--- config.mk ---
export PLATFORM = sky130hd
export DESIGN_NAME = instruction_fetch_unit
export DESIGN_NICKNAME = d
export VERILOG_FILES = /design/src/rtl/instruction_fetch_unit.sv
export SDC_FILE = /design/constraint.sdc
export NUM_CORES = 1
export LEC_CHECK = 0
export CORE_MARGIN = 3
export CORE_UTILIZATION = 35
export CTS_CLUSTER_DIAMETER = 60
export DETAILED_ROUTE_END_ITERATION = 7
export SLEW_MARGIN = 20
export SYNTH_ARGS = -nofsm -noshare
export SYNTH_HDL_FRONTEND = slang
export SYNTH_SLANG_ARGS = --single-unit
--- constraint.sdc ---
create_clock -name iCLOCK -period 17.2 [get_ports iCLOCK]
set_input_delay 3.44 -clock iCLOCK [delete_from_list [all_inputs] [get_ports iCLOCK]]
set_output_delay 3.44 -clock iCLOCK [all_outputs]
set_load 0.1 [all_outputs]
--- src/rtl/instruction_fetch_unit.sv ---
// instruction_fetch_unit: fetch PC generation, in-order memory requests and a credit-limited
// response queue feeding the instruction buffer, with redirect flush of stale responses.
module instruction_fetch_unit #(
  parameter logic [31:0] RESET_VECTOR = 32'h0000_0000,
  parameter int MAX_OUTSTANDING = 4
) (
  input  logic        iCLOCK,
  input  logic        iRESET_SYNC,
  input  logic        iBRANCH_VALID,
  input  logic [31:0] iBRANCH_ADDR,
  input  logic        iPAGING_ENA,
  input  logic        iKERNEL_ACCESS,
  input  logic        iPREDICT_TAKEN,
  input  logic [31:0] iPREDICT_ADDR,
  output logic        oMEM_REQ,
  output logic [31:0] oMEM_ADDR,
  input  logic        iMEM_ACK,
  input  logic        iMEM_VALID,
  input  logic [31:0] iMEM_DATA,
  input  logic        iMEM_PAGEFAULT,
  input  logic [13:0] iMEM_MMU_FLAGS,
  output logic        oNEXT_INST_VALID,
  output logic        oNEXT_PAGEFAULT,
  output logic [13:0] oNEXT_MMU_FLAGS,
  output logic        oNEXT_PAGING_ENA,
  output logic        oNEXT_KERNEL_ACCESS,
  output logic        oNEXT_BRANCH_PREDICT,
  output logic [31:0] oNEXT_BRANCH_PREDICT_ADDR,
  output logic [31:0] oNEXT_INST,
  output logic [31:0] oNEXT_PC,
  input  logic        iNEXT_FETCH_STOP,
  input  logic        iNEXT_LOCK
);
  localparam logic [1:0] FETCH = 2'd0, STOP = 2'd1, DRAIN = 2'd2;
  localparam logic [3:0] MAXC = 4'(MAX_OUTSTANDING);
  localparam logic [2:0] LAST = 3'(MAX_OUTSTANDING - 1);
  typedef struct packed {
    logic [31:0] pc;
    logic        paging;
    logic        kernel;
    logic        predict;
    logic [31:0] predict_addr;
  } tag_t;
  typedef struct packed {
    tag_t        tag;
    logic [31:0] inst;
    logic        pagefault;
    logic [13:0] flags;
  } entry_t;
  logic [1:0]  state, state_nx;
  logic [31:0] pc;
  logic [3:0]  credits, credits_nx, drop, drop_nx, tag_cnt, q_cnt, in_flight;
  logic [2:0]  tag_wr, tag_rd, q_wr, q_rd;
  logic        acc, keep, dropping, pop;
  tag_t        tag_mem [0:7];
  entry_t      q_mem [0:7];
  entry_t      head;

  function automatic logic [2:0] inc(input logic [2:0] p);
    return p == LAST ? 3'd0 : p + 3'd1;
  endfunction

  assign oMEM_REQ = state == FETCH && !iNEXT_FETCH_STOP && credits < MAXC && !iBRANCH_VALID;
  assign oMEM_ADDR = pc;
  assign acc = oMEM_REQ && iMEM_ACK;
  assign dropping = iMEM_VALID && drop != 4'd0;
  assign keep = iMEM_VALID && drop == 4'd0 && !iBRANCH_VALID;
  assign pop = q_cnt != 4'd0 && !iNEXT_LOCK && !iBRANCH_VALID;
  // A redirect dooms every accepted-but-unanswered request, minus the response landing this cycle
  assign in_flight = tag_cnt + drop + 4'(acc) - 4'(iMEM_VALID);
  assign drop_nx = drop - 4'(dropping);
  assign credits_nx = credits + 4'(acc) - 4'(dropping) - 4'(pop);
  assign state_nx = state == DRAIN ? (drop_nx == 4'd0 ? FETCH : DRAIN)
                  : (iNEXT_FETCH_STOP || credits_nx >= MAXC ? STOP : FETCH);
  assign head = q_cnt != 4'd0 ? q_mem[q_rd] : '0;
  assign oNEXT_INST_VALID = pop;
  assign {oNEXT_PC, oNEXT_PAGING_ENA, oNEXT_KERNEL_ACCESS, oNEXT_BRANCH_PREDICT,
          oNEXT_BRANCH_PREDICT_ADDR} = head.tag;
  assign oNEXT_INST = head.inst;
  assign oNEXT_PAGEFAULT = head.pagefault;
  assign oNEXT_MMU_FLAGS = head.flags;

  always_ff @(posedge iCLOCK) begin
    if (acc) tag_mem[tag_wr] <= {pc, iPAGING_ENA, iKERNEL_ACCESS, iPREDICT_TAKEN, iPREDICT_ADDR};
    if (keep) q_mem[q_wr] <= {tag_mem[tag_rd], iMEM_DATA, iMEM_PAGEFAULT, iMEM_MMU_FLAGS};
  end

  always_ff @(posedge iCLOCK) begin
    if (iRESET_SYNC) begin
      state <= FETCH;
      pc <= RESET_VECTOR & 32'hFFFF_FFFC;
      credits <= '0;
      drop <= '0;
      tag_cnt <= '0;
      q_cnt <= '0;
      tag_wr <= '0;
      tag_rd <= '0;
      q_wr <= '0;
      q_rd <= '0;
    end else if (iBRANCH_VALID) begin
      state <= in_flight != 4'd0 ? DRAIN : FETCH;
      pc <= iBRANCH_ADDR & 32'hFFFF_FFFC;
      credits <= in_flight;
      drop <= in_flight;
      tag_cnt <= '0;
      q_cnt <= '0;
      tag_wr <= '0;
      tag_rd <= '0;
      q_wr <= '0;
      q_rd <= '0;
    end else begin
      state <= state_nx;
      credits <= credits_nx;
      drop <= drop_nx;
      tag_cnt <= tag_cnt + 4'(acc) - 4'(keep);
      q_cnt <= q_cnt + 4'(keep) - 4'(pop);
      if (acc) begin
        pc <= iPREDICT_TAKEN ? iPREDICT_ADDR & 32'hFFFF_FFFC : pc + 32'd4;
        tag_wr <= inc(tag_wr);
      end
      if (keep) begin
        tag_rd <= inc(tag_rd);
        q_wr <= inc(q_wr);
      end
      if (pop) q_rd <= inc(q_rd);
    end
  end
endmodule

==> flow_summary.yaml, run 1 <==
grt:
  grt_pass1_wl_um: 208000
  grt_pass1_vias: 29700
  gr-usage-all-layers: 0.166
  grt_overflow: 0
  grt_max_degree: 115
  antenna_found_initial: 24
timing:
  max_slew_margin: 0.230
  slew_viol_final: 0
  fmax_ghz: 0.108
  rsz0062_at_grt: "no"
  fin_hold_ws_ns: 0.435
  period_needed_ns: 9.27
  fin_ws_ns: 7.93
  finalSetupViolations: 0
  skew_ns: 0.0391
  min_period_over_period: 0.539
  hold_viol: 0
  finalSetupTns_ns: 0
  tightest_slew_ns: 1.15
placed_design:
  dp_slack_ns: 7.94
  dpl_cell_area_sq_um: 64300
  dpl.hpwl_um: 79300
  io_buffers: 266
  place_inst: 5141
  gp_congestion: 0.752
power_and_ir_drop:
  combPwrFrac: 0.103
  power.total_mw: 8.53
  power.density_nw_per_um2: 122
  sw_frac_of_total: 0.249
  peakVddDrop_mv: 0.106
  p_switching_mw: 2.12
  p_leak_nw: 21.2
  seq_power_share: 0.491
  p_int_mw: 6.41
  p_clk_frac: 0.406
layout:
  nNetsFinal: 3273
  multiInputGateArea_sq_um: 13300
  final_layout_size_suffix_gt1_frac: 0.245
  fin_cells: 5457
  final_cell_area_sq_um: 69700
  fin_util: 0.420
  area_growth_pct: 18.5
  fill_cells: 14400
  seqCellArea_sq_um: 44900
critical_path:
  worstPathRequired_ns: 13.76
  crit_chain: "clkdlybuf4s50_1 -> nor4b_4 -> and2_1 -> clkdlybuf4s50_1"
  cp.arrival_ns: 5.83
  cp_common_cell: "clkdlybuf4s50_1"
  crit_path_end_kind: "primary output"
  path_max_fanout: 7
  crit_type: "input pin to primary output"
  cp_slowest_cell: "clkdlybuf4s50_1"
  start_kind: "input pin"
  crit_buf_inv: 2
  cpPeakStageDelay_ns: 1.14
  path_delay_family: "buffers and inverters"
job:
  cap_violations: 0
yosys:
  synth_cell_types: 71
  syn_avg_cell_area_sq_um: 21.3
  yosysSeqAreaShare: 0.762
  synthCells: 2757
  synth.most_common_cell: "edfxtp_1"
  async_flop_share: 0
  synth_largest_area_cell: "edfxtp_1"
  synth_seq_cells: 1516
  synth_top_area_frac: 0.739
  syn-num-nets: 2908
  ys_warn_count: 0
  netlist_top_cells_area: "edfxtp_1, mux4_2, dfxtp_1, mux2i_1, mux2_2"
  syn_area_sq_um: 58900
  synthFlopType: "edfxtp_1"
  synth_edf_count: 1448
  yosys-top-cells-count: "edfxtp_1, mux4_2, nor2_1"
route:
  ant_nets: 0
  vias_per_cell: 5.17
  routed_wl_um: 143000
  drc: 0
  route.vias.total: 28200
  drtPass1Iterations: 6
  drt-initial-drc-count: 2335
  post_drt_wl_per_cell_um: 26.3
clock_tree:
  cts_tree: "done"
  ctsResizeCount: 0
  htreeDepth: 4
  root_buffer: "clkbuf_16"
  post_cts_buffers: 0
  clockBufferDepth: 3
  cts_sinks: 1516
  cts_made_buffers: 166
  hold_buffers: 0
  clk_pin_slew_worst_paths_ns: 0.06
  clkLatencyLatePin_ns: 0.79
floorplan:
  fp.dieH_um: 416
  io_pins: 269
  start_util: 0.354
  die_area_sq_um: 173000
  die_x_um: 416
  row_count: 149
  coreArea_sq_um: 166000
min_path:
  min_path_type: "register to register"
run_status:
  status: "complete, no violations"
[cell usage in the layout (no fill, tap or decap), types with 9 or more instances in the layout]
cell type,n
a21oi_1,32
a31oi_1,11
and2_1,11
and3_1,10
buf_4,74
bufinv_16,12
clkbuf_1,30
clkbuf_16,167
clkdlybuf4s50_1,254
clkinv_1,35
clkinv_2,25
clkinv_8,9
dfxtp_1,62
edfxtp_1,1448
ha_1,25
inv_1,36
inv_6,9
mux2_2,68
mux2i_1,119
mux4_2,362
nand2_1,49
nand3_1,25
nand4_1,9
nor2_1,147
nor3_1,18
o21ai_0,19
xnor2_1,19
[cell families after synthesis]
family,Yosys count,synth area share
flip-flops,1516,0.762
multiplexers,549,0.172
AND/OR/NAND/NOR,330,0.0275
buffers and inverters,183,0.0139
AO/OA/AOI/OAI,124,0.0143
adder cells (fa/ha/maj),30,0.00701
XOR/XNOR,25,0.00372
[final timing paths]
kind | from | slack [ns] | to | cells past startpoint
worst min-delay path | tag_rd[2] | 0.43 | register | 2
worst max-delay path | iNEXT_FETCH_STOP | 7.93 | oMEM_REQ | 4
worst max register to register | drop[1] | 12.69 | q_mem[1][8] | 8
worst min register to register | tag_rd[2] | 0.43 | register | 2
[metal layers]
layer / vias up / track usage / part of all wire
li1: 12200 / - / -
met1: 15100 / 0.210 / 0.40
met2: 751 / 0.281 / 0.51
met3: 225 / 0.0357 / 0.052
met4: 20 / 0.0596 / 0.031
met5: - / 0 / 0.00091
[sequential cells by signal, summed over array words and instances (netlist names), named ones only]
| register | count |
|---|---|
| credits | 4 |
| drop | 4 |
| oMEM_ADDR | 32 |
| q_cnt | 4 |
| q_mem | 912 |
| q_rd | 3 |
| q_wr | 3 |
| state | 2 |
| tag_cnt | 4 |
| tag_mem | 536 |
| tag_rd | 3 |
| tag_wr | 3 |
[power by group through the flow]
stage	sequential (mW)	clock (mW)	combinational [mW]
CTS	4.19	3.55	0.900
detailed placement	4.26	0	0.897
global route	4.19	3.70	0.944
finish	4.18	3.46	0.882
floorplan	4.31	0	0.577
global placement	4.26	0	0.893
[cell type report]
| type | instances | share of cell area |
|---|---|---|
| Multi-Input combinational cell | 1058 | 0.191 |
| Clock buffer | 197 | 0.0615 |
| Inverter | 38 | 0.00205 |
| Clock inverter | 109 | 0.0154 |
| Timing Repair Buffer | 342 | 0.0473 |
| Sequential cell | 1516 | 0.643 |
| Tap cell | 2189 | 0.0393 |
| Antenna cell | 8 | 0.000287 |
[worst min-delay path: stages, from the launching register on]
cell	delay [ns]
dfxtp_1	0.31
nand2_1	0.05
a31oi_1	0.04
Note: power is estimated with default switching activity, not from simulation.
==> inputs of run 2 (changes only) <==
==> constraint.sdc (replaced) <==
create_clock -name iCLOCK -period 8.7 [get_ports iCLOCK]
set_input_delay 1.74 -clock iCLOCK [delete_from_list [all_inputs] [get_ports iCLOCK]]
set_output_delay 1.74 -clock iCLOCK [all_outputs]
set_load 0.1 [all_outputs]
==> flow_summary.yaml, run 2 (synthesis gave the netlist of run 1 again) <==
grt:
  grt_pass1_vias: 29400
  grt_max_degree: 80
  grt_overflow: 0
  gr-usage-all-layers: 0.163
  grt_pass1_wl_um: 205000
  antenna_found_initial: 27
placed_design:
  dpl_cell_area_sq_um: 64400
  dp_slack_ns: 2.84
  io_buffers: 266
  dpl.hpwl_um: 80900
  gp_congestion: 0.765
route:
  routed_wl_um: 142000
  ant_nets: 0
  drtPass1Iterations: 6
  route.vias.total: 28100
  drc: 0
  vias_per_cell: 5.15
  drt-initial-drc-count: 2604
  post_drt_wl_per_cell_um: 26.1
min_path:
  min_path_type: "register to register"
  min_from: "tag_rd[2]"
floorplan:
  fp.dieH_um: 416
  io_pins: 269
  start_util: 0.354
  die_x_um: 416
  die_area_sq_um: 173000
  coreArea_sq_um: 166000
  row_count: 149
timing:
  tightest_slew_ns: 1.16
  period_needed_ns: 6.24
  min_period_over_period: 0.717
  fmax_ghz: 0.160
  rsz0062_at_grt: "no"
  hold_viol: 0
  slew_viol_final: 0
  finalSetupViolations: 0
  max_slew_margin: 0.221
  skew_ns: 0.0236
  fin_ws_ns: 2.46
critical_path:
  path_max_fanout: 38
  worstPathRequired_ns: 6.96
  start_kind: "register"
  crit_path_end_kind: "primary output"
  crit_type: "register to primary output"
  cp.arrival_ns: 4.50
  worstReg2RegStart: "drop[1]"
job:
  cap_violations: 0
layout:
  layout_common_cells: "edfxtp_1, mux4_2, clkdlybuf4s50_1"
  final_layout_size_suffix_gt1_frac: 0.237
  regMostFlops: "q_mem"
  final_common_cell: "edfxtp_1"
  nNetsFinal: 3266
  area_growth_pct: 18.0
  largest_register_ff_count: 912
  final_cell_area_sq_um: 69400
clock_tree:
  clk_pin_slew_worst_paths_ns: 0.06
  htreeDepth: 4
  clkLatencyLatePin_ns: 0.78
  post_cts_buffers: 0
  cts_sinks: 1516
  root_buffer: "clkbuf_16"
  ctsResizeCount: 0
  hold_buffers: 0
  cts_made_buffers: 163
  cts_tree: "done"
  clockBufferDepth: 3
power_and_ir_drop:
  peakVddDrop_mv: 0.221
  power.density_nw_per_um2: 238
  p_leak_nw: 21.0
run_status:
  status: "complete, no violations"
-- run 2: power by group --
part,internal (mW),total (mW),switching [mW]
combinational,0.544,1.74,1.19
clock,3.74,6.52,2.79
sequential,8.20,8.28,0.0824
total,12.5,16.5,4.06
-- run 2: stage by stage --
step	hold WS [ns]	power, mW	setup TNS, ns	util	cells
after CTS	0.444	16.7	0	0.418	5434
after detailed placement	0.431	10.2	0	0.387	5139
after global routing	0.468	17.1	0	0.418	5436
after global placement	0.427	10.2	0	0.387	5139
after floorplan	0.421	9.65	-666.76	-	2757
final	0.449	16.5	0	0.418	5444
-- run 2: per-layer routing --
| metal | GRT usage | share of wire |
|---|---|---|
| met2 | 0.286 | 0.52 |
| met3 | 0.0320 | 0.051 |
| met1 | 0.203 | 0.40 |
| met5 | 0 | 0.00047 |
| met4 | 0.0522 | 0.028 |
-- run 2: final timing paths --
kind | cells after the start | to | slack (ns)
min | 2 | register | 0.45
min reg2reg | 2 | register | 0.45
max reg2reg | 7 | q_mem[5][7] | 4.89
max | 5 | oNEXT_BRANCH_PREDICT_ADDR[1] | 2.46
-- run 2: area by class of cell --
type | count | area [sq um]
inverters | 38 | 143
repair buffers | 338 | 3270
fillers | 14400 | 96700
clock buffers | 211 | 4360
diodes | 10 | 25.0
clock inverters | 84 | 687
well taps | 2189 | 2740
flip-flops and latches | 1516 | 44900
multi-input cells | 1058 | 13300
-- run 2: worst max-delay path, cell delays in order (launching register included) --
cell             delay [ns]
dfxtp_4                0.79
buf_4                  0.74
mux4_2                 0.59
mux2i_1                0.28
nor2_1                 0.15
clkdlybuf4s50_1        1.03
